## config.mk

```make
export PLATFORM = sky130hd
export DESIGN_NAME = lamp_driver
export DESIGN_NICKNAME = d
export VERILOG_FILES = /design/src/rtl/lamp_driver.sv
export SDC_FILE = /design/constraint.sdc
export NUM_CORES = 1
export LEC_CHECK = 0
export ABC_AREA = 1
export CAP_MARGIN = 10
export CORE_MARGIN = 3
export CORE_UTILIZATION = 38
export CTS_CLUSTER_SIZE = 24
export DETAILED_ROUTE_END_ITERATION = 6
export GPL_TIMING_DRIVEN = 1
export SLEW_MARGIN = 20
export SYNTH_ARGS = -nofsm -noshare
export SYNTH_HDL_FRONTEND = slang
export SYNTH_SLANG_ARGS = --single-unit
```

## constraint.sdc

```tcl
create_clock -name clk -period 1.8 [get_ports clk]
set_input_delay 0.18 -clock clk [delete_from_list [all_inputs] [get_ports clk]]
set_output_delay 0.18 -clock clk [all_outputs]
set_load 0.1 [all_outputs]
```

## src/rtl/lamp_driver.sv

```systemverilog
// Soft-start lamp dimmer: ramps a PWM duty between 0 and MAX_DUTY while saida is high/low.
// Duty moves one count per step period; lamp_pwm is registered (1 cycle) and never backpressures.
module lamp_driver #(
  parameter int PWM_BITS    = 8,
  parameter int MAX_DUTY    = 255,
  parameter int STEP_T      = 4,
  parameter int FAST_STEP_T = 1
) (
  input  logic                clk,
  input  logic                rst,
  input  logic                saida,
  input  logic                led,
  output logic                lamp_pwm,
  output logic [PWM_BITS-1:0] duty,
  output logic                busy,
  output logic                lamp_full
);

  localparam int MAX_T = (STEP_T > FAST_STEP_T) ? STEP_T : FAST_STEP_T;
  localparam int TW    = $clog2(MAX_T + 1);

  localparam logic [PWM_BITS-1:0] MAX_D   = MAX_DUTY[PWM_BITS-1:0];
  localparam logic [PWM_BITS-1:0] PWM_TOP = {{(PWM_BITS-1){1'b1}}, 1'b0};
  localparam logic [TW:0]         T_ONE   = {{TW{1'b0}}, 1'b1};

  typedef enum logic [1:0] {OFF, RAMP_UP, ON, RAMP_DOWN} state_t;

  state_t              state_q, state_d;
  logic [PWM_BITS-1:0] duty_q, duty_d;
  logic [PWM_BITS-1:0] duty_shadow_q, duty_shadow_d;
  logic [PWM_BITS-1:0] pwm_cnt_q, pwm_cnt_d;
  logic [TW-1:0]       timer_q, timer_d;
  logic                lamp_pwm_q, lamp_pwm_d;

  logic [TW-1:0] step_period;
  logic [TW:0]   timer_next;
  logic          step_done;

  // Comparing against the live period lets a mid-step led change end the step early.
  assign step_period = led ? FAST_STEP_T[TW-1:0] : STEP_T[TW-1:0];
  assign timer_next  = {1'b0, timer_q} + T_ONE;
  assign step_done   = (timer_next >= {1'b0, step_period});

  always_comb begin
    state_d = state_q;
    duty_d  = duty_q;
    timer_d = '0;
    case (state_q)
      OFF: begin
        if (saida) state_d = RAMP_UP;
      end
      RAMP_UP: begin
        if (!saida) begin
          state_d = RAMP_DOWN;
        end else if (step_done) begin
          if (duty_q >= MAX_D - 1'b1) begin
            duty_d  = MAX_D;
            state_d = ON;
          end else begin
            duty_d = duty_q + 1'b1;
          end
        end else begin
          timer_d = timer_next[TW-1:0];
        end
      end
      ON: begin
        if (!saida) state_d = RAMP_DOWN;
      end
      RAMP_DOWN: begin
        if (saida) begin
          state_d = RAMP_UP;
        end else if (step_done) begin
          if (duty_q <= {{(PWM_BITS-1){1'b0}}, 1'b1}) begin
            duty_d  = '0;
            state_d = OFF;
          end else begin
            duty_d = duty_q - 1'b1;
          end
        end else begin
          timer_d = timer_next[TW-1:0];
        end
      end
      default: state_d = OFF;
    endcase
  end

  // The shadow is latched at count 0 and used for the whole period, so periods are never cut.
  always_comb begin
    pwm_cnt_d     = (pwm_cnt_q == PWM_TOP) ? '0 : pwm_cnt_q + 1'b1;
    duty_shadow_d = (pwm_cnt_q == '0) ? duty_q : duty_shadow_q;
    lamp_pwm_d    = (pwm_cnt_q < duty_shadow_d);
  end

  always_ff @(posedge clk or posedge rst) begin
    if (rst) begin
      state_q       <= OFF;
      duty_q        <= '0;
      duty_shadow_q <= '0;
      pwm_cnt_q     <= '0;
      timer_q       <= '0;
      lamp_pwm_q    <= 1'b0;
    end else begin
      state_q       <= state_d;
      duty_q        <= duty_d;
      duty_shadow_q <= duty_shadow_d;
      pwm_cnt_q     <= pwm_cnt_d;
      timer_q       <= timer_d;
      lamp_pwm_q    <= lamp_pwm_d;
    end
  end

  assign lamp_pwm  = lamp_pwm_q;
  assign duty      = duty_q;
  assign busy      = (state_q == RAMP_UP) || (state_q == RAMP_DOWN);
  assign lamp_full = (state_q == ON);

endmodule

```

==> metrics list, run 1 <==
* Core area: 5170 µm²
* Stage delay of the slowest cell on the critical path: 0.39 ns
- After synthesis the netlist holds a flip-flop and latch count of 30.
* Cell Count Post-Placement: 373
* Main flop type after synthesis: dfrtp_1
- Clk_skew: 0.00591 ns
* Max Cap Violations: 0
- The critical path is of the flop to flop type.
* Maximum vdd ir drop: 871 µV
- In this run the critical register-to-register path is launched from pwm_cnt_q[0]$_DFF_PP0_.
- Number of remaining DRC errors: 0
- Of all cell types, the one taking the most synthesized area is dfrtp_1.
- FF-to-FF path depth: 15
* Fmax: 545 MHz
- Number of buffers between clock root and the deepest sink: 2
- Number of flops mapped to enable cells by yosys: 0
- Summing every instance area after synthesis gives 2060 µm².
* Crit path cell chain: inv_2 > ha_4 > nand2_4 > nor2_4 > nand2_4 > inv_4 > nand2_1 > o21ai_2 > inv_1 > ha_1 > nand2_1 > nand2_1 > nand2_1 > nand2_2 > a21oi_2
* Via count of the first global-routing pass: ~1800
- Once detail routing completed, the nets flagged for antenna violations numbered 0.
* Power consumption: between 4 and 5 mW
- Data on the critical path is required at its endpoint by 2.01 ns.
- Cells taking the most area after synthesis: dfrtp_1, ha_1, nand2_1, inv_1, nor2_1
- Final setup violation count: 8
- Mean post-synth cell area: 7.63 µm²
- Clock latency of the later-clocked register in the worst-skew pair: 0.28 ns
- The die is 79.6 µm tall.
- Syn. warnings: 0
* Critical Path End Type: flop
- Leak Pwr: 1.33 nW
- Clock tree root buffer cell: clkbuf_8
- Along the worst path, the maximum fanout reaches 7.
- Measured against its own limit, the worst slew margin works out to between 70% and 80%.
- Violated checks: negative setup slack
- 15 I/O pins were placed.
- Synthesized instance count: 270
- The number of hold-slack violations in the final timing report was 0.
- Summed over all layers, the routed wires come to 4.73 mm.
* Part of the Yosys area used for sequential elements: 36.5%
* R2r endpoint: lamp_pwm$_DFF_PP0_
* Max Transition Viols Final: 0
- Setup ws final: -0.0342 ns
* Sum of negative setup slack: -0.0904 ns
- The number of antenna diodes in the final layout is 0.
* Via count: roughly 1900
- The worst register-to-register path has a setup slack of -0.03 ns.
- The first global-routing pass estimated 8.14 mm of wire.
- For the pin with the worst max-slew slack, the measured transition is 0.431 ns.
- TritonCTS clock tree: built
* Average vias per placed instance: 4.76
- In this run the tool buffered the top-level ports with 14 buffer cells.
- Ratio of final minimum period to clock period: 102%
- Fill cell instance count of the final layout: 488
- Final HPWL from detailed placement: 3.36 mm
* Horizontal extent of the die: ~80 µm
- Net total in the final layout: 345
- Number of antenna violations at the first check in global routing: 0
- Full die area: between 6000 and 7000 µm²
* Layout Area Growth over Synthesis: 34.5%
- The H-tree was split into 2 levels.
- CTS hold repair buffers: 0
- The first TritonRoute pass finished after 4 iterations.
* Number of sinks handled by clock tree synthesis: 30
- For this run, asynchronously set or reset flops after synthesis account for 100%.
- The share of synthesized area in the top cell type comes to 36.5%.
- The flow ran to the end, but the final reports show violations.
* Share of the core filled with cells in the final layout: between 50% and 60%
- The post-route netlist has 33.2% of its cells at a drive strength greater than 1.
- Post-synth net total: 296
- Once the floorplan was initialized, standard cells occupied 39.8% of the core.
* Clock-pin transition on the worst setup and hold timing paths: roughly 0.07 ns
- The worst setup path is launched from a flop.
* Routed wire length per instance: about 12 µm
- Num CTS Buffers: 5
- Entering global routing, the biggest net connects 31 pins.
- Synthesis instantiated 30 different standard cells from the library.
* Post-Layout Cell Count: ~390
* Crit path DAT: 2.05 ns
- Site row count: 26
- Initial detailed-routing violation count: 157
- Setup repair after global routing could not meet its margin everywhere.
- Power density cells: 1460 nW/µm²
- CP max stage cell: dfrtp_1
* Total global-route track usage: 16.4%
- The total overflow left after global routing is 0.
* Global placer's final weighted congestion: 0.822
- Hold_ws: 0.276 ns
* Clock period minus worst slack: 1.83 ns
* Hold Crit Class: input port to asynchronous set/reset pin
* Most frequent cell on the critical path: nand2_1
## through the flow
step / worst slack [ns] / instance area [µm²]
after global placement: -0.116 / 2520
after global routing: -0.198 / 2770
after CTS: -0.0808 / 2710
after floorplan: -0.0248 / 2120
after detailed placement: -0.118 / 2520
final: -0.0342 / 2770
## where the power goes
group	internal (mW)	switching, mW
combinational	0.814	1.68
sequential	0.820	0.216
clock	0.259	0.260
## how the worst max path moves through the flow
stage	startpoint	endpoint	slack [ns]	cells after the start
floorplan	pwm_cnt_q[0]$_DFF_PP0_	lamp_pwm$_DFF_PP0_	-0.02	16
global placement	pwm_cnt_q[0]$_DFF_PP0_	lamp_pwm$_DFF_PP0_	-0.12	15
detailed placement	pwm_cnt_q[0]$_DFF_PP0_	lamp_pwm$_DFF_PP0_	-0.12	15
CTS	pwm_cnt_q[0]$_DFF_PP0_	lamp_pwm$_DFF_PP0_	-0.08	14
global route	timer_q[0]$_DFF_PP0_	duty[5]$_DFFE_PP0P_	-0.20	11
finish	pwm_cnt_q[0]$_DFF_PP0_	lamp_pwm$_DFF_PP0_	-0.03	15
## worst max-delay path: cells and delay by family (launching register included)
family | cells | cell delay, ns
flops | 1 | 0.39
compound gates | 2 | 0.17
fa+ha+maj | 2 | 0.42
simple gates | 8 | 0.55
buf+inv | 3 | 0.25
## synth_stat cells, types with 2 or more instances
| cell type | number |
|---|---|
| nand2_1 | 45 |
| inv_1 | 42 |
| nor2_1 | 34 |
| dfrtp_1 | 30 |
| ha_1 | 22 |
| o21ai_0 | 20 |
| a21oi_1 | 13 |
| nand3_1 | 13 |
| a31oi_1 | 6 |
| o21ai_1 | 6 |
| inv_2 | 4 |
| nand2_2 | 4 |
| nand3_2 | 4 |
| nor3_1 | 3 |
| xor2_1 | 3 |
| buf_4 | 2 |
| clkinv_1 | 2 |
| nand4_1 | 2 |
| nor3b_1 | 2 |
| o22ai_1 | 2 |
| xnor2_1 | 2 |
## layout by cell type, fill, tap and decap left out, types with 6 or more instances in the layout
cell type / count
nand2_1: 42
inv_1: 38
buf_4: 36
nor2_1: 27
dfrtp_1: 22
ha_1: 17
nand3_1: 13
o21ai_0: 11
a21oi_1: 9
o21ai_2: 8
o21ai_1: 7
nor2_2: 6
a31oi_1: 6
## state kept, by name, indices dropped and copies added (netlist names)
register / cells
duty: 8
duty_shadow_q: 8
lamp_pwm: 1
pwm_cnt_q: 8
state_q: 2
timer_q: 3
## area by class of cell
cell class              instances  area (µm²)  area share [%]
multi-input cells             188        1230            44.4
flip-flops and latches         30         768            27.7
repair buffers                 44         400            14.5
inverters                      48         191            6.91
well taps                      70        87.6            3.16
clock buffers                   5        68.8            2.48
repair inverters                2        13.8           0.497
clock inverters                 2        10.0           0.361
## layer usage
layer  vias to the layer above  GRT usage [%]  routed length, µm
met4                         0           4.64                 60
met5                         -              0                  0
li1                        970              -                  -
met1                       856           20.8               2190
met2                        18           27.8               2330
met3                         7           3.61                143
## cell families (layout without fill, tap and decap cells)
family	after synthesis	after routing	share of synthesized area (%)
and+or+nand+nor	112	112	24.7
buffers and inverters	52	101	10.3
AOI/OAI and AO/OA	49	49	13.1
DFF	30	30	36.5
adders and majority gates	22	22	13.4
xor gates and xnor gates	5	5	2.13
## timing repair
action | CTS | global route
endpoints found under the setup margin | 10 | 14
pin swaps | 10 | 5
cloned | 2 | 0
gates resized for setup | 22 | 13
setup buffers | 5 | 2
No activity file was read; power rests on OpenSTA's default activity.
==> run 2: changes to the inputs <==
--- a/config.mk
+++ b/config.mk
@@ -7,12 +7,15 @@
 export LEC_CHECK = 0
 export ABC_AREA = 1
 export CAP_MARGIN = 10
+export CELL_PAD_IN_SITES_DETAIL_PLACEMENT = 1
+export CELL_PAD_IN_SITES_GLOBAL_PLACEMENT = 1
 export CORE_MARGIN = 3
 export CORE_UTILIZATION = 38
 export CTS_CLUSTER_SIZE = 24
 export DETAILED_ROUTE_END_ITERATION = 6
 export GPL_TIMING_DRIVEN = 1
-export SLEW_MARGIN = 20
+export PLACE_DENSITY_LB_ADDON = 0.1
+export SLEW_MARGIN = 15
 export SYNTH_ARGS = -nofsm -noshare
 export SYNTH_HDL_FRONTEND = slang
 export SYNTH_SLANG_ARGS = --single-unit
==> run 2 against run 1 <==
The run still ends with negative setup slack left. Global-route usage is 2.9 points higher. Register-to-register slack worse by 0.096 ns. Fmax is 5.0% lower. Worst setup slack worse by 0.096 ns. Combinational power is 8.4% higher. Non-clock buffer count is 8 higher. Hold slack better by 0.013 ns. Final cell count is 2.1% higher. First-iteration DRC count is 64% lower. Flip-flop and latch count stayed put. Critical path type unchanged.
==> metrics list, run 2 (synthesis gave the netlist of run 1 again) <==
* Remaining global-route overflow: 0 (unchanged)
- Maximum level of the CTS H-tree: 2 (unchanged)
* Largest net degree at the start of global routing: 31 (unchanged)
- The required time at the worst-slack endpoint is 2.02 ns (about the same).
- Most frequent cell on the critical path: nand2_1
* CP max stage cell: dfrtp_1
- The largest fanout of any net on the critical path was 6 (-1).
* Net load switching power: 2.28 mW (+5.8%)
* CTS hold repair buffers: 0 (unchanged)
* Remaining max-slew budget at the tightest pin: 73.3% (+2.1 points)
- Final HPWL from detailed placement: 4.17 mm (+24%)
- Crit path cell chain: inv_2 > ha_4 > nand2_4 > nor2_4 > nand2_4 > clkinvlp_4 > o21ai_2 > inv_1 > ha_1 > nand2_1 > nand2_1 > nand2_1 > nand2_2 > a21oi_2
* Wire length of the first global-routing pass: 9.49 mm (+17%)
- Layout Area Growth over Synthesis: 41.0%
- The actual slew at the worst max-slew pin was 0.400 ns (-0.0306 ns).
- Switching portion of total power: 52.9% (-0.28 points)
- Remaining antenna violation count: 0 (unchanged)
- The count of fill cells added during filler insertion came to 624 (+28%).
* Maximum vdd ir drop: 849 µV (-2.5%)
- The aggregate negative setup slack was -0.516 ns (-0.426 ns).
* Via count of the first global-routing pass: 2071 (+14%)
- Cell Count Post-Placement: 382 (+2.4%)
* Ratio of final minimum period to clock period: 107% (+5.3 points)
* Register Area: 768 µm² (unchanged)
- Cell internal pwr: 2.03 mW (+7.1%)
- Number of remaining DRC errors: 0 (unchanged)
- Clock tree root buffer cell: clkbuf_8
- The count of routing violations after the opening detailed-route iteration came to 56 (-64%).
- The number of sinks handled by clock tree synthesis came to 30 (unchanged).
- Critical Path End Type: flop
* Clock period minus worst slack: 1.93 ns (+0.0955 ns)
* Average vias per placed instance: 4.91 (+3.2%)
- Number of diodes: 0 (unchanged)
* Max Transition Viols Final: 0 (unchanged)
* Clk_skew: 0.00889 ns (+0.00299 ns)
- The floorplan row count is 26 (unchanged).
- The data arrival at the endpoint of the critical path was 2.15 ns (+0.10 ns).
- The combined area of the multi-input logic cells came to 1290 µm² (+4.6%).
* Met1 usage: 22.8% (+2.0 points)
- The largest stage delay on the critical path is 0.37 ns (-0.02 ns).
- The sequential fraction of design power came to 24.1% (-1.5 points).
- Number of top-level design ports: 15 (unchanged)
- Leak Pwr: 1.38 nW (+3.9%)
- Gate family responsible for the most delay along the worst path: adder cells
* Net total in the final layout: 352 (+2.0%)
* Met3 Use GR: 3.95% (+0.34 points)
* Core area: 5170 µm² (unchanged)
* Top Usage Layer GRT: met2
- Combinational cell fraction of total power: 62.6% (+1.0 points)
- The fraction of final layout cells with drive strength greater than 1 is 36.4% (+3.2 points).
- The count of input and output buffers came to 14 (unchanged).
* Power density cells: 1480 nW/µm² (+1.5%)
- Horizontal extent of the die: 79.6 µm (unchanged)
- Hold Crit Class: input port to asynchronous set/reset pin
- TritonCTS clock tree: built
- The die span in y came to 79.6 µm (unchanged).
- The number of buffers created by CTS is 5 (unchanged).
- Number of antenna violations at the first check in global routing: 0 (unchanged)
- Setup repair after global routing missed its margin: true
- The final-report setup violation count is 11 (+3).
* Fmax: 518 MHz (-5.0%)
- STA classifies the critical path startpoint as a flop.
* Setup ws final: -0.130 ns (-0.0955 ns)
- Total global-route track usage: 19.3% (+2.9 points)
- The number of maximum-capacitance constraint violations was 0 (unchanged).
- The total iterations of the first detailed-routing run is 4 (unchanged).
- Initial Util: 39.8% (unchanged)
- The number of standard cells in the final layout excluding fillers is 397 (+2.1%).
- Full die area: 6340 µm² (unchanged)
- The library cell used most frequently in the layout, excluding fill and tap cells, is buf_4.
* Global routing met2 resource utilization: 34.1% (+6.3 points)
- Clock latency of the later-clocked register in the worst-skew pair: 0.29 ns (about the same)
* Clock network fraction of design power: 13.3% (+0.5 points)
* Number of buffers between clock root and the deepest sink: 2 (unchanged)
- The last weighted congestion value of the routability-driven placer came to 0.784 (-4.6%).
- Critical path class: flop to flop
- The clock-pin slew on the worst setup and hold paths came to 0.07 ns (about the same).
* Final-report hold violation count: 0 (unchanged)
* Leading cell types in the layout, fill and taps excluded: buf_4, nand2_1, inv_1, nor2_1, dfrtp_1
- Crit path buf inv count: 3 (unchanged)
- Final Routed Wirelength: 5.57 mm (+18%)
* Status: finished, violations left
- The final reports fail on negative setup slack.
- Via count: 1949 (+5.3%)
- The routed length per instance is 14.0 µm (+15%).
==> run 2: changes by cell type in the layout (fill, tap and decap cells not counted), moves of 2 or more <==
| cell | previous run | this run |
|---|---|---|
| a21oi_1 | 9 | 11 |
| nor2_1 | 27 | 22 |
| buf_4 | 36 | 42 |
| o21ai_1 | 7 | 10 |
| nor2_4 | 3 | 8 |
| buf_6 | 0 | 2 |
| o21ai_2 | 8 | 6 |
| a21oi_2 | 3 | 1 |
==> run 2: per-stage QoR <==
step / total power [mW] / setup slack, ns / hold slack, ns / instance area [µm²] / utilization, %
final: 4.31 / -0.130 / 0.289 / 2900 / 56.1
after floorplan: 2.79 / -0.0248 / 0.271 / 2120 / -
after global routing: 4.61 / -0.247 / 0.315 / 2900 / 56.1
after CTS: 4.18 / -0.154 / 0.298 / 2750 / 53.1
after detailed placement: 3.55 / -0.190 / 0.498 / 2590 / 50.0
after global placement: 3.51 / -0.131 / 0.489 / 2590 / 50.0
==> run 2: final cells by class <==
class                   instances  area share (%)
repair buffers                 52            16.1
clock inverters                 1           0.172
multi-input cells             188            44.3
repair inverters                1           0.259
flip-flops and latches         30            26.5
inverters                      48            6.72
clock buffers                   7            2.97
well taps                      70            3.02
==> run 2: what timing repair did <==
item / 4_1_cts / 5_1_grt
gates resized for setup: 18 / 32
pin swaps: 1 / 8
gates cloned: 1 / 0
endpoints found under the hold margin: 0 / 0
setup buffers: 2 / 4
setup endpoints to repair: 11 / 14
==> run 2: path summary, 6_finish.rpt <==
path,start,slack [ns],end,cells past startpoint
min,rst,0.29,pwm_cnt_q[4]$_DFF_PP0_,3
max in group asynchronous,rst,1.19,duty[5]$_DFFE_PP0P_,3
max reg2reg,pwm_cnt_q[0]$_DFF_PP0_,-0.13,lamp_pwm$_DFF_PP0_,14
min in group clk,duty_shadow_q[3]$_DFF_PP0_,0.50,duty_shadow_q[3]$_DFF_PP0_,2
min reg2reg,duty_shadow_q[3]$_DFF_PP0_,0.50,duty_shadow_q[3]$_DFF_PP0_,2
max,pwm_cnt_q[0]$_DFF_PP0_,-0.13,lamp_pwm$_DFF_PP0_,14
==> run 2: worst min-delay path, cell delays in order <==
cell	delay, ns
clkdlybuf4s50_1	0.40
inv_1	0.05
buf_4	0.36
==> run 2: routing by layer <==
metal | wire length (µm) | part of all wire, % | vias to the layer above
li1 | - | - | 977
met1 | 2380 | 43 | 941
met2 | 2950 | 53 | 21
met3 | 148 | 2.7 | 10
met4 | 82 | 1.5 | 0
met5 | 0 | 0 | -
==> run 2: power groups by stage <==
stage	Combinational (mW)	Clock [mW]	Sequential, mW
floorplan	1.26	0	1.53
global placement	2.48	0	1.03
detailed placement	2.51	0	1.04
CTS	2.57	0.589	1.03
global route	2.93	0.612	1.07
finish	2.70	0.573	1.04
==> run 3: changes to the inputs <==
--- a/config.mk
+++ b/config.mk
@@ -9,12 +9,13 @@
 export CAP_MARGIN = 10
 export CELL_PAD_IN_SITES_DETAIL_PLACEMENT = 1
 export CELL_PAD_IN_SITES_GLOBAL_PLACEMENT = 1
-export CORE_MARGIN = 3
+export CORE_MARGIN = 2
 export CORE_UTILIZATION = 38
 export CTS_CLUSTER_SIZE = 24
 export DETAILED_ROUTE_END_ITERATION = 6
 export GPL_TIMING_DRIVEN = 1
 export PLACE_DENSITY_LB_ADDON = 0.1
+export SKIP_CTS_REPAIR_TIMING = 1
 export SLEW_MARGIN = 15
 export SYNTH_ARGS = -nofsm -noshare
 export SYNTH_HDL_FRONTEND = slang
==> run 3 against run 2 <==
The flow still finishes with violations (negative setup slack). Final cell count fell by 1.8%. Sequential power barely moved. Die area fell by 5.0%. Utilization fell by 2.8 points. Clock power fell by 2%. Routed wire length fell by 1.9%. Hold slack improved by 0.0044 ns. Clock skew fell by 0.0039 ns. Sequential share of layout area rose by 1.4 points. Register-to-register slack improved by 0.08 ns. Non-clock buffer count fell by 7. Fmax rose by 4.3%. Critical endpoint unchanged. Largest power group unchanged.
==> metrics list, run 3 (synthesis gave the netlist of run 1 again) <==
- Wire length of the first global-routing pass: 9.11 mm (-4.0%)
* Crit path cell chain: inv_2 > ha_2 > nand2_2 > nor2_4 > nand2_4 > clkinv_4 > nand2_2 > o21ai_2 > inv_1 > ha_1 > nand2_1 > nand2_1 > nand2_1 > nand2_2 > a21oi_2
- FF-to-FF path depth: 15 (+1)
- The routed length per instance came to 14.0 µm (-0.18%).
- The number of vias per cell came to 4.98 (+1.5%).
- Number of buffer cells added on primary ports: 14 (unchanged)
* Reg2reg setup slack: -0.05 ns (+0.08 ns)
* Start of the worst register-to-register path: pwm_cnt_q[0]$_DFF_PP0_
- The power per unit of standard cell area came to 1500 nW/µm² (+1.1%).
- Capture point of the critical path: lamp_pwm$_DFF_PP0_
* Chip height: 77.6 µm (-2.5%)
* Net total in the final layout: 345 (-2.0%)
- Layout Area Growth over Synthesis: 33.9%
* Critical path class: flop to flop
* Full die area: 6020 µm² (-5.0%)
- Required time of the critical path: 2.00 ns (-0.02 ns)
- Number of diodes: 0 (unchanged)
- The number of sinks handled by clock tree synthesis is 30 (unchanged).
- Power consumption: 4.14 mW (-4.0%)
- CP max stage cell: dfrtp_1
* Hold Crit Class: input port to asynchronous set/reset pin
- The buffer depth of the longest clock path came to 2 (unchanged).
- The number of hold-slack violations in the final timing report is 0 (unchanged).
- Max Transition Viols Final: 0 (unchanged)
- Horizontal extent of the die: 77.6 µm (-2.5%)
- Crit path DAT: 2.06 ns (-0.09 ns)
- The worst hold slack was 0.294 ns (+0.00439 ns).
* Leading cell types in the layout, fill and taps excluded: nand2_1, inv_1, buf_4, nor2_1, dfrtp_1
- In this run the critical register-to-register path is captured at lamp_pwm$_DFF_PP0_.
- The worst setup path is captured at a flop.
* Most common library cell in the layout ignoring fill and taps: nand2_1
- The standby leakage power came to 1.33 nW (-3.5%).
* Violated checks: negative setup slack
- Maximum fanout along the worst path: 7 (+1)
- Via count: 1943 (-0.31%)
- Via count of the first global-routing pass: 1975 (-4.6%)
- The final global-route overflow total came to 0 (unchanged).
- Setup repair after global routing could not meet its margin everywhere.
* TritonCTS clock tree: built
- The DRC violations left was 0 (unchanged).
* Remaining max-slew budget at the tightest pin: 72.7% (-0.62 points)
* Ratio of final minimum period to clock period: 103% (-4.4 points)
- Clk_skew: 0.00501 ns (-0.00388 ns)
- The last weighted congestion value of the routability-driven placer is 0.785 (+0.20%).
- Clock tree root buffer cell: clkbuf_8
* Final Routed Wirelength: 5.46 mm (-1.9%)
* Pin slew with the least headroom to its limit: 0.409 ns (+0.00933 ns)
- Largest net degree at the start of global routing: 31 (unchanged)
- Initial Util: 39.8% (unchanged)
- Num CTS Buffers: 5 (unchanged)
- Maximum vdd ir drop: 818 µV (-3.6%)
- Critical Path Source Type: flop
* Fmax: 540 MHz (+4.3%)
* Number of top-level design ports: 15 (unchanged)
- In this run the worst setup path begins at pwm_cnt_q[0]$_DFF_PP0_.
- Final HPWL from detailed placement: 4.20 mm (+0.74%)
* Maximum level of the CTS H-tree: 2 (unchanged)
- Clock latency of the later-clocked register in the worst-skew pair: 0.28 ns (about the same)
- Clock-pin transition on the worst setup and hold timing paths: 0.07 ns (about the same)
* Final setup violation count: 9 (-2)
* Site row count: 26 (unchanged)
- The largest stage delay on the critical path came to 0.39 ns (+0.02 ns).
- Sum of negative setup slack: -0.202 ns (+0.314 ns)
* Max Cap Violations: 0 (unchanged)
- Remaining antenna violation count: 0 (unchanged)
- The total track usage was 19.3% (about the same).
* Status: finished, violations left
- The final worst setup slack came to -0.0507 ns (+0.0790 ns).
- The total iterations of the first detailed-routing run was 4 (unchanged).
- Initial detailed-routing violation count: 48 (-14%)
- The clock period minus worst slack came to 1.85 ns (-0.0790 ns).
* Core area: 5170 µm² (unchanged)
* Fraction of layout cells with a size suffix above 1: 31.6% (-4.8 points)
- Number of antenna violations at the first check in global routing: 0 (unchanged)
[run 3: per-stage QoR]
step           setup WS, ns  instance area, µm²  instances  util (%)
2_1_floorplan       -0.0248                2120        270         -
3_3_place_gp         -0.118                2570        379      49.6
3_5_place_dp         -0.178                2570        379      49.6
4_1_cts              -0.203                2660        387      51.4
5_1_grt              -0.184                2760        390      53.3
6_report            -0.0507                2760        390      53.3
[run 3: report_power, final]
group          internal (mW)  switching [mW]  leakage, nW  total, mW
clock                  0.308           0.254       0.0482      0.562
sequential             0.820           0.209        0.346       1.03
combinational          0.827            1.72        0.939       2.55
total                   1.96            2.18         1.33       4.14
[run 3: worst max-delay path, delay by kind of cell, from the launching register on]
kind | cells | cell delay [ns]
buffers and inverters | 3 | 0.20
adder cells (fa/ha/maj) | 2 | 0.42
AO/OA/AOI/OAI | 2 | 0.19
AND/OR/NAND/NOR | 8 | 0.58
flip-flops | 1 | 0.39
[run 3: metal layers]
metal  share of wire (%)  track usage, %
met2                  53            34.0
met5                   0               0
met3                 2.9            3.72
met4                0.49            6.25
met1                  44            23.5
[run 3: how the worst min path moves through the flow]
stage / cells past startpoint / end / slack (ns)
global route: 3 / duty_shadow_q[5]$_DFF_PP0_ / 0.33
floorplan: 1 / duty[0]$_DFFE_PP0P_ / 0.27
finish: 3 / duty_shadow_q[5]$_DFF_PP0_ / 0.29
global placement: 2 / duty_shadow_q[6]$_DFF_PP0_ / 0.48
CTS: 3 / duty_shadow_q[5]$_DFF_PP0_ / 0.30
detailed placement: 2 / duty_shadow_q[3]$_DFF_PP0_ / 0.50
[run 3: area by class of cell]
| type | count | area, µm² |
|---|---|---|
| Inverter | 48 | 194 |
| Tap cell | 70 | 87.6 |
| Timing Repair inverter | 1 | 6.26 |
| Timing Repair Buffer | 45 | 412 |
| Fill cell | 648 | 2410 |
| Multi-Input combinational cell | 188 | 1200 |
| Sequential cell | 30 | 768 |
| Clock buffer | 7 | 86.3 |
| Clock inverter | 1 | 5.00 |
